### src/rtl/noise_channel.sv
// Handshaked bit-error injector between the convolutional encoder and the Viterbi decoder.
// An internal Galois LFSR drives the bypass, uniform, burst and fixed-pattern error modes.
//
// state | meaning
// IDLE  | no burst in progress; in mode 2 each accepted symbol may start one
// BURST | burst active; burst_rem more accepted symbols still get flipped
module noise_channel #(
    parameter int unsigned SYM_W = 2,
    parameter int unsigned RND_W = 8,
    parameter logic [31:0] SEED  = 32'hACE1_5EED,
    parameter int unsigned CNT_W = 16
) (
    input  logic             clk,
    input  logic             rst,
    input  logic [1:0]       mode,
    input  logic [RND_W-1:0] err_level,
    input  logic [7:0]       burst_len,
    input  logic             seed_load,
    input  logic [31:0]      seed,
    input  logic             cnt_clr,
    input  logic             in_valid,
    input  logic [SYM_W-1:0] in_data,
    output logic             in_ready,
    output logic             out_valid,
    output logic [SYM_W-1:0] out_data,
    output logic [SYM_W-1:0] out_noise,
    input  logic             out_ready,
    output logic [CNT_W-1:0] err_count
);

    typedef enum logic {
        IDLE  = 1'b0,
        BURST = 1'b1
    } burst_state_t;

    localparam logic [31:0] TAPS = 32'h8020_0003;

    burst_state_t     burst_state;
    logic [7:0]       burst_rem;
    logic [31:0]      lfsr;
    logic [31:0]      lfsr_step;
    logic             accept;
    logic             burst_hit;
    logic [SYM_W-1:0] mask;
    logic [2:0]       mask_pop;
    logic [CNT_W:0]   cnt_sum;

    assign in_ready  = !out_valid || out_ready;
    assign accept    = in_valid && in_ready;
    assign lfsr_step = (lfsr >> 1) ^ (lfsr[0] ? TAPS : 32'h0);
    assign burst_hit = lfsr[RND_W-1:0] < err_level;

    always_comb begin
        mask = '0;
        case (mode)
            2'd1: begin
                for (int i = 0; i < SYM_W; i++) begin
                    mask[i] = lfsr[i*RND_W +: RND_W] < err_level;
                end
            end
            2'd2: begin
                if (burst_state == BURST || burst_hit) begin
                    mask = '1;
                end
            end
            2'd3: mask = err_level[SYM_W-1:0];
            default: mask = '0;
        endcase
    end

    always_comb begin
        mask_pop = '0;
        for (int i = 0; i < SYM_W; i++) begin
            mask_pop = mask_pop + {2'b00, mask[i]};
        end
    end

    assign cnt_sum = {1'b0, err_count} + (CNT_W+1)'(mask_pop);

    always_ff @(posedge clk or posedge rst) begin
        if (rst) begin
            out_valid <= 1'b0;
            out_data  <= '0;
            out_noise <= '0;
        end else if (accept) begin
            out_valid <= 1'b1;
            out_data  <= in_data ^ mask;
            out_noise <= mask;
        end else if (out_valid && out_ready) begin
            out_valid <= 1'b0;
        end
    end

    // A seed load takes priority over the step of a same-cycle accept.
    always_ff @(posedge clk or posedge rst) begin
        if (rst) begin
            lfsr <= SEED;
        end else if (seed_load) begin
            lfsr <= (seed == 32'h0) ? SEED : seed;
        end else if (accept) begin
            lfsr <= lfsr_step;
        end
    end

    always_ff @(posedge clk or posedge rst) begin
        if (rst) begin
            err_count <= '0;
        end else if (cnt_clr) begin
            err_count <= '0;
        end else if (accept) begin
            err_count <= cnt_sum[CNT_W] ? '1 : cnt_sum[CNT_W-1:0];
        end
    end

    always_ff @(posedge clk or posedge rst) begin
        if (rst) begin
            burst_state <= IDLE;
            burst_rem   <= '0;
        end else if (mode != 2'd2) begin
            burst_state <= IDLE;
            burst_rem   <= '0;
        end else if (accept) begin
            case (burst_state)
                IDLE: begin
                    if (burst_hit && burst_len > 8'd1) begin
                        burst_state <= BURST;
                        burst_rem   <= burst_len - 8'd1;
                    end
                end
                BURST: begin
                    burst_rem <= burst_rem - 8'd1;
                    if (burst_rem == 8'd1) begin
                        burst_state <= IDLE;
                    end
                end
                default: begin
                    burst_state <= IDLE;
                    burst_rem   <= '0;
                end
            endcase
        end
    end

endmodule

### config.mk
export PLATFORM = sky130hd
export DESIGN_NAME = noise_channel
export DESIGN_NICKNAME = d
export VERILOG_FILES = /design/src/rtl/noise_channel.sv
export SDC_FILE = /design/constraint.sdc
export NUM_CORES = 1
export LEC_CHECK = 0
export BUFFER_PORTS_ARGS = -buffer_cell sky130_fd_sc_hd__buf_2
export CAP_MARGIN = 20
export CORE_UTILIZATION = 45
export DETAILED_ROUTE_END_ITERATION = 12
export PLACE_DENSITY = 0.77
export SYNTH_ARGS = -nofsm -noshare
export SYNTH_HDL_FRONTEND = slang
export SYNTH_SLANG_ARGS = --single-unit
### constraint.sdc
create_clock -name clk -period 5.8 [get_ports clk]
set_input_delay 0.29 -clock clk [delete_from_list [all_inputs] [get_ports clk]]
set_output_delay 0.29 -clock clk [all_outputs]
set_load 0.03 [all_outputs]
Word level (Yosys, flattened, before mapping):

Index checks and enable logic that the tools add are counted.

* logic and storage cells: 55
* input port bits: 58
* register bits: 62

* bitwise operators: 3
* $add $sub $neg: 4
* equality and inequality tests: 6
* magnitude comparators: 3
* muxes and demuxes: 20
* reduce and logical (&&, ||, !) cells: 12

Operators by type and width (count)
* 2-to-1 mux 32 bit: 4
* 2-to-1 mux 16 bit: 3
* zero test 32 bit: 1
* XOR 31 x 32 -> 32 bit: 1
* 2-to-1 mux 8 bit: 3
* adder 16 x 2 -> 17 bit: 1
* less-than comparator 8 bit: 2
* one-hot mux 8 bit (2 select lines): 1
* subtractor 8 x 1 -> 8 bit, second input constant: 2
* equality test 8 x 1 -> 1 bit, second input constant: 1
* > comparator 8 x 1 -> 1 bit, second input constant: 1
* nonzero test 2 bit: 4
* 2-to-1 mux 1 bit: 6
* one-hot mux 2 bit (3 select lines): 1
* equality test 2 bit, second input constant: 2
* logical AND 1 bit: 3
* inequality test 3 bit, second input constant: 1
* adder 1 x 1 -> 2 bit: 1
* equality test 2 x 1 -> 1 bit, second input constant: 1
* logical OR 1 bit: 2
* 2-to-1 mux 2 bit: 1
* inequality test 2 bit, second input constant: 1
* one-hot mux 1 bit (2 select lines): 1
* AND reduction 2 bit: 1
* 3 further kinds: 3

Logic depth before layout (Yosys ltp):

* depth after elaboration: 9
* mapped depth: 16
* mapped depth without buffers: 15

Worst setup path after synthesis:

OpenSTA, ideal clock, no wires.

* path type: flip-flop to flip-flop
* start: register lfsr[2]
* end: register err_count[14]
* setup slack: 2.612 ns
* library setup time: 0.124 ns
* required time: 5.676 ns
* stages on the path, launching flop included: 16
* arrival time: 3.063 ns
* clock period less this slack: 3.188 ns
* cells stage by stage: dfstp_2 > ha_1 > o21a_1 > nor2_1 > nor3_1 > o21ai_0 > nand2_1 > fa_1 > inv_1 > ha_1 > and3_1 > and2_1 > clkbuf_1 > nand3_1 > nor3b_1 > nor3_1

* longest elaborated chain between the ends: 9

RTL lines
* start, declared: RTL line 40 `logic [31:0] lfsr;`
* start signal, assigned: RTL line 99 `lfsr <= (seed == 32'h0) ? SEED : seed;`
* start signal, assigned: RTL line 101 `lfsr <= lfsr_step;`
* less-than comparator 8 bit *: RTL line 51, 58
* logical OR 1 bit: RTL line 62 `if (burst_state == BURST || burst_hit) begin`
* 2-to-1 mux 2 bit: RTL line 62
* one-hot mux 2 bit (3 select lines) *: RTL line 55 `case (mode)`
* adder 1 x 1 -> 2 bit *: RTL line 74 `mask_pop = mask_pop + {2'b00, mask[i]};`
* adder 16 x 2 -> 17 bit *: RTL line 78 `assign cnt_sum = {1'b0, err_count} + (CNT_W+1)'(mask_pop);`
* 2-to-1 mux 16 bit *: RTL line 111 `err_count <= cnt_sum[CNT_W] ? '1 : cnt_sum[CNT_W-1:0];`
* 2-to-1 mux 16 bit *: RTL line 110 `end else if (accept) begin`
* 2-to-1 mux 16 bit *: RTL line 108 `end else if (cnt_clr) begin`
* end signal, assigned: RTL line 111
* end, declared: RTL line 28 `output logic [CNT_W-1:0] err_count`

Mark *: on every way between the ends. The rest lies on a longest branch, timed or not. The select of a mux whose other input is x is not followed.
A chain may end at the register's enable or synchronous reset.

Worst setup path after layout:

* start: register lfsr[2]
* end: register err_count[4]

The elaborated chain is that of the path after synthesis.

==> metrics.csv <==
metric,value,unit
worst skew pair latency,0.35,ns
Post-synth EDFFs,0,
Max H-tree Level,3,
drt pass-1 iters,6,
Leak,2.10,nW
Port Buf Inserts,79,
dominant cell type by area after synthesis,dfrtp_1,
Least-Margin Pin Slew,0.782,ns
post-CTS sizing,0,
core area,8260,um^2
initial antenna violation count,0,
Layout area overhead,16.8,%
Synth Net Count,513,
largest net degree at the start of global routing,63,
CP Class,reg -> reg,
CTS Sinks,62,
final-layout fill cell count,780,
CP endpoint kind,flop,
die footprint,8940,um^2
worst hold slack,0.146,ns
crit path time final,3.73,ns
crit path DAT,4.00,ns
status,finished clean,
die width,94.6,um
Power Dens Cells,244,nW/um^2
Post-Synthesis Cells,435,
Ports,80,
Total Wirelength,9.23,mm
slew margin rel.,0.479,
Worst Path Max Fanout,13,
Clock Root Buffer,clkbuf_8,
vias in the first global route,3356,
DR iter-0 viols,184,
final HPWL from detailed placement,6.56,mm
total congestion overflow,0,
gr usage total,0.224,
Clock Path Buffers,2,
register bit total from synthesis,62,
nets,585,
Remaining DRCs,0,
wire per inst,15.0,um
Inserted Diodes,0,
CTS tree,built,
asr flop ratio synth,1.00,
hold crit path type,in -> reg,
total of max-cap violations,0,
average cell area after synthesis,8.86,um^2
TNS Setup,0,ns
register area,1580,um^2
"Seq/Total Area, Yosys",0.409,
Clock Skew,0.0122,ns
final count of pins violating max slew,0,
Yosys cell types,57,
worst path required time,6.07,ns
overall die height,94.6,um
first-pass GRT wire length,15.5,mm
footprint of the multi-input gates,2110,um^2
VDD IR-drop max,0.142,mV
fmax,0.268,GHz
Yosys top cell area share,0.279,
vias per inst,5.62,
layout cell share with drive strength beyond 1,0.252,
ranking of synthesized cells by area,"dfrtp_1 28%, dfstp_2 13%, nor2_1 8.0%, ha_1 6.2%, o22a_1 4.3%",
mapped cell area,3860,um^2
CTS buffer count,9,
# hold bufs at CTS,0,
FP Rows,33,
Antenna Nets Post-Route,0,
Tcrit/Tclk final,0.644,
clk slew on worst S/H paths,0.08,ns
Startpoint Class,flop,
setup bufs post-CTS,0,
yosys warns,0,
most common cell in the netlist,nor2_1,
vias,3466,
Final Wtd Congestion,0.827,
top_reg_cell synth,dfrtp_1,
Setup-failing EPs final,0,
Commonest cells post-synth,"82 x nor2_1, 43 x dfrtp_1, 37 x nand2_1, 25 x o21ai_0, 22 x a21oi_1",
"Hold Violations, Final",0,
starting density of the core,0.467,
unrepaired setup endpoints after global routing,false,
==> worst max-delay path, stage by stage, from the launching register on <==
cell and delay, ns:
dfstp_2 0.55, ha_1 0.23, o21a_1 0.17, nor2_1 0.21
nor3_1 0.09, o21ai_0 0.34, nand2_1 0.16, fa_1 0.44
inv_1 0.07, ha_1 0.19, and3_1 0.22, nand3_1 0.38
and3_1 0.37, a211oi_1 0.23
==> worst paths after layout <==
kind | start | slack, ns | cells after the start | to
hold reg to reg | out_noise[0] | 0.49 | 2 | out_noise[0]
min in group asynchronous | rst | 0.17 | 3 | err_count[10]
hold / removal | in_valid | 0.15 | 2 | out_valid
max in group asynchronous | rst | 5.13 | 3 | burst_state
setup reg to reg | lfsr[2] | 2.07 | 13 | err_count[4]
setup / recovery | lfsr[2] | 2.07 | 13 | err_count[4]
==> placed cells by master, fill, tap and decap left out, drive strengths merged, types with 2 or more instances in the layout <==
master	n
o32ai	3
a21oi	22
and2	4
a31oi	8
nor2	82
a41oi	2
nor4	11
dfrtp	43
buf	83
nand3	5
o21a	3
o21ai	26
nor3b	2
o22a	19
ha	19
o31ai	2
nand2b	5
inv	20
or3	3
nor3	3
dfstp	19
nor2b	3
clkinvlp	2
clkbuf	11
a311oi	3
nand2	37
nand4	3
mux2i	15
a41o	2
and3	10
clkinv	3
xnor2	5
xor2	4
a2111oi	2
a211oi	11
==> kinds of logic after synthesis <==
logic type / synth area share
adders and majority gates: 0.0668
AOI/OAI and AO/OA: 0.216
muxes: 0.0389
buffers and inverters: 0.0441
DFF: 0.409
xor gates and xnor gates: 0.0204
and+or+nand+nor: 0.205
==> area by class of cell <==
type	count	share of cell area
Tap cell	105	0.0292
Inverter	20	0.0167
Clock buffer	11	0.0336
Sequential cell	62	0.350
Timing Repair Buffer	83	0.0945
Multi-Input combinational cell	331	0.469
Clock inverter	5	0.00750
==> report_power, final <==
group	leakage [nW]	switching, mW	internal (mW)
registers	0.763	0.0271	0.477
logic	1.24	0.139	0.0989
clock network	0.0913	0.179	0.177
total	2.10	0.346	0.753
==> registers in the layout, indices dropped and copies added (netlist names) <==
| name | cells |
|---|---|
| out_data | 2 |
| burst_rem | 8 |
| burst_state | 1 |
| err_count | 16 |
| lfsr | 32 |
| out_noise | 2 |
| out_valid | 1 |
==> metrics by stage <==
stage,instances,utilization,setup WS (ns),instance area (um^2),power (mW)
final,617,0.545,2.07,4500,1.10
after global routing,617,0.545,1.69,4500,1.16
after CTS,617,0.545,2.11,4500,1.11
after detailed placement,601,0.523,2.10,4320,0.749
after global placement,601,0.523,2.18,4320,0.741
after floorplan,435,-,2.61,3860,0.674
==> routing by layer <==
| layer | vias to the layer above | GRT usage | part of all wire | wire [um] |
|---|---|---|---|---|
| li1 | 1706 | - | - | - |
| met1 | 1638 | 0.277 | 0.46 | 4210 |
| met2 | 110 | 0.388 | 0.48 | 4440 |
| met3 | 12 | 0.0483 | 0.052 | 483 |
| met4 | 0 | 0.0707 | 0.0099 | 91 |
| met5 | - | 0 | 0 | 0 |
Note: power is estimated with default switching activity, not from simulation.
